`src/rtl/l1d_downstream_responder.sv`:
```
// rtl/l1d_downstream_responder.sv - fixed-latency in-order refill responder for L1D miss requests
// Requests are queued with a per-entry countdown; the head is offered once its countdown reaches zero.
module l1d_downstream_responder #(
    parameter int MSHR_ID_W = 4,
    parameter int WAY_NUM   = 4,
    parameter int PLD_W     = 8,
    parameter int DEPTH     = 8,
    parameter int LATENCY   = 10
) (
    input  logic                      clk,
    input  logic                      rst,
    input  logic                      req_valid,
    output logic                      req_ready,
    input  logic [MSHR_ID_W-1:0]      req_mshr_id,
    input  logic [WAY_NUM-1:0]        req_way,
    input  logic [PLD_W-1:0]          req_pld,
    output logic                      resp_valid,
    input  logic                      resp_ready,
    output logic [MSHR_ID_W-1:0]      resp_mshr_id,
    output logic [WAY_NUM-1:0]        resp_way,
    output logic [PLD_W-1:0]          resp_pld,
    output logic [$clog2(DEPTH):0]    outstanding,
    output logic                      dup_err
);

    localparam int AW  = $clog2(DEPTH);
    localparam int CW  = $clog2(LATENCY + 1);
    localparam int NID = 1 << MSHR_ID_W;
    localparam logic [CW-1:0] CNT_LOAD = CW'(LATENCY - 1);
    localparam logic [AW:0]   FULL     = (AW + 1)'(DEPTH);

    logic [MSHR_ID_W-1:0] id_mem  [DEPTH];
    logic [WAY_NUM-1:0]   way_mem [DEPTH];
    logic [PLD_W-1:0]     pld_mem [DEPTH];
    logic [CW-1:0]        cnt_mem [DEPTH];

    logic [AW-1:0]  wr_ptr;
    logic [AW-1:0]  rd_ptr;
    logic [AW:0]    count;
    logic [NID-1:0] busy;
    logic [NID-1:0] busy_nxt;
    logic           push;
    logic           pop;
    logic           way_bad;
    logic           dup_hit;

    assign req_ready   = !rst && (count < FULL);
    assign resp_valid  = (count != '0) && (cnt_mem[rd_ptr] == '0);
    assign push        = req_valid && req_ready;
    assign pop         = resp_valid && resp_ready;
    assign outstanding = count;

    assign resp_mshr_id = resp_valid ? id_mem[rd_ptr]  : '0;
    assign resp_way     = resp_valid ? way_mem[rd_ptr] : '0;
    assign resp_pld     = resp_valid ? pld_mem[rd_ptr] : '0;

    // The pop clear is applied before the push set so a same-id swap leaves the bit set.
    always_comb begin
        busy_nxt = busy;
        if (pop) begin
            busy_nxt[id_mem[rd_ptr]] = 1'b0;
        end
        if (push) begin
            busy_nxt[req_mshr_id] = 1'b1;
        end
    end

    assign way_bad = !$onehot(req_way);
    assign dup_hit = busy[req_mshr_id] && !(pop && (id_mem[rd_ptr] == req_mshr_id));

    always_ff @(posedge clk or posedge rst) begin
        if (rst) begin
            wr_ptr  <= '0;
            rd_ptr  <= '0;
            count   <= '0;
            busy    <= '0;
            dup_err <= 1'b0;
        end else begin
            if (push) begin
                wr_ptr <= wr_ptr + AW'(1);
            end
            if (pop) begin
                rd_ptr <= rd_ptr + AW'(1);
            end
            case ({push, pop})
                2'b10:   count <= count + (AW + 1)'(1);
                2'b01:   count <= count - (AW + 1)'(1);
                default: count <= count;
            endcase
            busy <= busy_nxt;
            if (push && (dup_hit || way_bad)) begin
                dup_err <= 1'b1;
            end
        end
    end

    // Entry storage needs no reset: a slot only matters after a push has loaded it.
    always_ff @(posedge clk) begin
        if (push) begin
            id_mem[wr_ptr]  <= req_mshr_id;
            way_mem[wr_ptr] <= req_way;
            pld_mem[wr_ptr] <= req_pld;
        end
        for (int i = 0; i < DEPTH; i++) begin
            if (push && (wr_ptr == AW'(i))) begin
                cnt_mem[i] <= CNT_LOAD;
            end else if (cnt_mem[i] != '0) begin
                cnt_mem[i] <= cnt_mem[i] - CW'(1);
            end
        end
    end

endmodule

```
`config.mk`:
```
export PLATFORM = sky130hd
export DESIGN_NAME = l1d_downstream_responder
export DESIGN_NICKNAME = d
export VERILOG_FILES = /design/src/rtl/l1d_downstream_responder.sv
export SDC_FILE = /design/constraint.sdc
export NUM_CORES = 1
export LEC_CHECK = 0
export BUFFER_PORTS_ARGS = -buffer_cell sky130_fd_sc_hd__buf_2
export CORE_MARGIN = 10
export CORE_UTILIZATION = 60
export DETAILED_ROUTE_END_ITERATION = 8
export GPL_TIMING_DRIVEN = 0
export MAX_ROUTING_LAYER = met4
export PLACE_DENSITY = 0.84
export SLEW_MARGIN = 20
export SYNTH_ARGS = -nofsm -noshare
export SYNTH_HDL_FRONTEND = slang
export SYNTH_SLANG_ARGS = --single-unit
export TNS_END_PERCENT = 5
```
`constraint.sdc`:
```
create_clock -name clk -period 6 [get_ports clk]
set_clock_uncertainty 0.15 [all_clocks]
set_input_delay 0.6 -clock clk [delete_from_list [all_inputs] [get_ports clk]]
set_output_delay 0.6 -clock clk [all_outputs]
set_load 0.005 [all_outputs]
```
After elaboration in Yosys (flattened, before gate mapping)
Memories as Yosys holds them, arrays and structs flattened.
Index checks and enable logic that the tools add are counted.
{ "classes": {"bitwise": 11, "n_eq_ne": 11, "n_reduce_logical": 33, "order_cmp": 5, "addsub": 15, "n_mux": 62} }
{ "op_table": {"columns": ["cell", "n"], "rows": [
  ["1-bit 2-to-1 mux", 45],
  ["4-bit 2-to-1 mux", 10],
  ["4-bit nonzero test", 9],
  ["4-bit by 1-bit subtractor with 4-bit output (second input constant)", 9],
  ["16-bit 2-to-1 mux", 2],
  ["1-bit logical AND", 17],
  ["16-bit AND", 1],
  ["16-bit NOT", 1],
  ["16-bit bitwise OR", 1],
  ["3-bit == test (second input constant)", 4],
  ["4-bit by 5-bit less-than comparator with 1-bit output (second input constant)", 2],
  ["1-bit demux with 4-bit select", 2],
  ["4-bit by 1-bit >= comparator with 1-bit output (second input constant)", 2],
  ["8-bit 2-to-1 mux", 1],
  ["1-bit bitwise OR", 8],
  ["4-bit case mux with 2 select lines", 1],
  ["3-bit by 1-bit adder with 3-bit output (second input constant)", 2],
  ["3-bit by 1-bit == test with 1-bit output (second input constant)", 2],
  ["3-bit by 2-bit == test with 1-bit output (second input constant)", 2],
  ["1-bit by 1-bit adder with 2-bit output", 2],
  ["4-bit by 1-bit adder with 4-bit output (second input constant)", 1],
  ["1-bit binary-select mux with 4-bit select", 1],
  ["4-bit == test", 1],
  ["4-bit logical NOT", 1],
  ["8 further kinds", 10]
]} }
{ "totals": {"word_cells": 146, "mem_count": 4, "ram_bits": 160, "inputBits": 20, "register_bits": 27} }
{ "memory_table": {"columns": ["memory", "words", "width", "read_ports", "rd_clocked_by_memory_dff", "wr", "line_no", "source"], "rows": [
  ["pld_mem", 8, 8, 1, 0, 1, "34", "logic [PLD_W-1:0] pld_mem [DEPTH];"],
  ["cnt_mem", 8, 4, 9, 0, 8, "35", "logic [CW-1:0] cnt_mem [DEPTH];"],
  ["id_mem", 8, 4, 1, 0, 1, "32", "logic [MSHR_ID_W-1:0] id_mem [DEPTH];"],
  ["way_mem", 8, 4, 1, 0, 1, "33", "logic [WAY_NUM-1:0] way_mem [DEPTH];"]
]} }

Depth between registers and ports, before layout
An unclocked memory read counts as a cell.
{ "depth": {"word_depth": 10, "mapped_depth": 14, "ltp_nobuf": 11} }

Least setup slack after synthesis
No wires, ideal clock.
{ "synth_timing": {"path_type": "input-to-reg", "start": "input port rst", "end": "memory id_mem[7][0] (enable)", "path_buffers": 1, "path_slack_ns": 2.886, "arrival_ns": 2.554, "t_required_ns": 5.441, "setup_ns": 0.409, "path_stages": 5, "cell_sequence": "nor2_1 > and2_1 > buf_1 > nand2_1 > nor3_1"} }
{ "synth_between": {"elab_chain_len": 5} }
{ "synth_lines": {"columns": ["element", "line_no", "source"], "rows": [
  ["start: declaration", "11", "input logic rst,"],
  ["1-bit logical NOT (no line)", null, null],
  ["1-bit logical AND", "47", "assign req_ready = !rst && (count < FULL);"],
  ["1-bit logical AND", "49", "assign push = req_valid && req_ready;"],
  ["1-bit 2-to-1 mux", "99", "if (push) begin"],
  ["1-bit 2-to-1 mux (not written as such)", "100", "id_mem[wr_ptr] <= req_mshr_id;"],
  ["end: declaration", "32", null]
]} }
No other way between the ends.

==> results.md <==
- Setup-failing EPs final: 0
- Postcts setup bufs: 0
- DR vias: approximately 5200
- Pin count of the biggest net entering global routing: 28
- Worst setup margin: about 2.2 ns
- Syn. warnings: 0
- Initial antenna violation count: 0
- Data arrival, critical path: between 3 and 4 ns
- Peak supply drop: 0.334 mV
- Clk_lat worst skew: about 0.44 ns
- Synthesized net count: between 600 and 700
- Fraction of layout cells with a size suffix above 1: 0.246
- Post-CTS sizing: 0
- Netlist cell types: 55
- Core Box Area: roughly 0.014 mm^2
- Req. time, crit path: approximately 5.3 ns
- Nets@finish: 694
- Slew @ Worst Pin: between 0.9 and 1 ns
- Number of diodes: 0
- Row cnt: 43
- First-pass GRT wire length: approximately 30000 um
- Overall die width: between 100 and 150 um
- Mapped cell area: around 0.0086 mm^2
- Area leader, netlist: edfxtp_1
- Multi-input gate area: between 0.002 and 0.003 mm^2
- CTS max path bufs: 2
- Metal1 wirelength: about 7500 um
- Ys flop type: edfxtp_1
- H-Tree Level Count: 4
- Status: finished, final reports clean
- CP max FO: 10
- Final setup TNS: 0 ns
- Post-DP HPWL: approximately 13000 um
- Max frequency: roughly 270 MHz
- PortBufs: 42
- Root Driver: clkbuf_16
- Crit path capture type: primary output
- Min Tclk post-route: around 3.8 ns
- Vias per inst: ~6.3
- Slew headroom: 0.361
- Seq/Total Area, Yosys: 0.641
- Post-Place Setup Slack: around 2.5 ns
- Final wirelength: 18600 um
- Die extent in y: roughly 140 um
- Type of the tightest min-delay check: in2async
- Met2 Wirelength: between 9000 and 10000 um
- Ys async rst share: 0.144
- Top Ports: 43
- Yosys top cell area share: 0.562
- Fin crit share: 0.628
- Final Hold Viols: 0
- Pins Over Slew Limit: 0
- Mean post-synth cell area: 14.9 um^2
- RSZ-0062 raised after global routing: false
- Synth area leaders: edfxtp_1 56%, mux4_2 11%, dfrtp_1 7.9%
- Synthesized instance count: between 500 and 600
- Routed WL per cell: roughly 22 um
- Startpoint types: register
- Grt ovf: 0
- Post-DRT Antenna Nets: 0
- Max-Cap Viols: 0
- Fillers: roughly 860
- Global placement routability congestion: 0.887
- LEAKAGE: 0.00363 uW
- Die area: just under 0.02 mm^2
- CTS tree: done
- Drt pass-1 iters: 5
- EDFF count, synth: between 150 and 200
- GRT Resource Usage Total: 0.199
- CTS hold repair buffers: 0
- Max layer used: met4
- Yosys reg bits: roughly 190
- Pwr per Cell Area: around 510 mW/mm^2
- Met3 wire len: between 1000 and 1500 um
- Initial core utilization: 0.614
- FF+latch area: roughly 0.0055 mm^2
- Layout area overhead: 13.7%
- Vias in the first global route: 5513
- Crit path kind: reg2out
- Clk pin slew, worst setup/hold paths: about 0.08 ns
- CTS Sinks: roughly 190
- # DRC: 0
- Iteration-0 DRC Markers: approximately 430
- CTS Buf Count: 17
-- synth_stat cells, types with 5 or more instances --
master,n
o21ai_1,25
a31oi_1,6
nand3_1,11
o21ai_0,11
nor3b_1,7
mux2i_1,14
or3_1,5
inv_2,5
xnor2_1,19
dfrtp_1,27
nor3_1,9
inv_1,28
buf_2,10
edfxtp_1,160
mux4_2,41
nor2_1,54
nor4_1,5
nand2_1,46
ha_1,27
-- per-layer routing --
layer  GRT usage  vias up
met3      0.0565       30
met1       0.230     2649
li1            -     2325
met5           -        -
met2       0.325      245
met4      0.0697        0
-- report_power, final --
group	switching [uW]	internal [uW]
Combinational	1080	844
Clock	523	593
Sequential	189	1750
Total	1800	3190
-- cell type report --
| cell class | instances | share of cell area |
|---|---|---|
| plain buffers | 18 | 0.0102 |
| clock buffers | 19 | 0.0445 |
| clock inverters | 13 | 0.0158 |
| inverters | 33 | 0.0127 |
| multi-input cells | 335 | 0.296 |
| flip-flops and latches | 187 | 0.563 |
| well taps | 180 | 0.0231 |
| repair buffers | 54 | 0.0343 |
-- per-stage QoR --
step	cell area, um^2	instances	util	power [uW]	hold WS [ns]
floorplan	8550	573	-	3270	0.303
global placement	8990	795	0.645	3710	0.317
detailed placement	9140	807	0.656	3860	0.335
CTS	9730	839	0.698	4990	0.267
global route	9730	839	0.698	5250	0.127
finish	9730	839	0.698	4980	0.0830
-- sequential cells by signal, summed over array words and instances (netlist names) --
name	count
outstanding	4
wr_ptr	3
way_mem	32
dup_err	1
id_mem	32
busy	16
cnt_mem	32
rd_ptr	3
pld_mem	64
-- final timing paths --
kind | startpoint | endpoint | slack [ns] | depth (start not counted)
min in group clk | req_pld[5] | pld_mem[6][5] | 0.27 | 1
max in group asynchronous | rst | busy[7] | 5.21 | 2
worst min-delay path | rst | rd_ptr[0] | 0.08 | 2
worst min register to register | busy[1] | busy[1] | 0.34 | 2
worst max register to register | cnt_mem[2][0] | outstanding[2] | 2.46 | 12
worst max-delay path | cnt_mem[2][0] | resp_pld[2] | 2.23 | 8
-- worst max-delay path, cell delays in order (launching register included) --
cell      delay (ns)
edfxtp_1        0.42
nor4_1          0.44
a22oi_1         0.17
a22oi_2         0.43
and2_1          0.22
nand2_1         0.23
buf_2           0.32
nor2_1          0.20
buf_2           0.15
-- cell usage in the layout (no fill, tap or decap), types with 3 or more instances in the layout --
master	instances
dfrtp_1	27
mux2i_1	14
nand2_1	46
clkbuf_1	3
nor2_2	4
buf_4	7
xor2_1	3
nor4_1	5
a22oi_1	3
nor3b_1	7
inv_2	6
and2_1	3
o21ai_0	11
edfxtp_1	160
a21oi_1	3
a31oi_1	6
o21ai_1	25
or3_1	5
clkbuf_16	17
inv_1	27
buf_2	52
or2_1	4
ha_1	27
inv_6	4
o31a_1	4
xnor2_1	19
nor2_1	50
nand3_1	11
nor3_2	4
mux4_2	41
buf_6	8
buf_1	3
nor3_1	5
o22ai_1	3
inv_8	3
-- cell families (layout without fill, tap and decap cells) --
group / count (synthesis) / count (layout) / synth area share
buf+inv: 51 / 137 / 0.0260
compound gates: 64 / 64 / 0.0459
flops: 187 / 187 / 0.641
mux: 59 / 59 / 0.131
fa+ha+maj: 28 / 28 / 0.0418
simple gates: 162 / 162 / 0.0919
xor+xnor: 22 / 22 / 0.0225
Note: power is estimated with default switching activity, not from simulation.
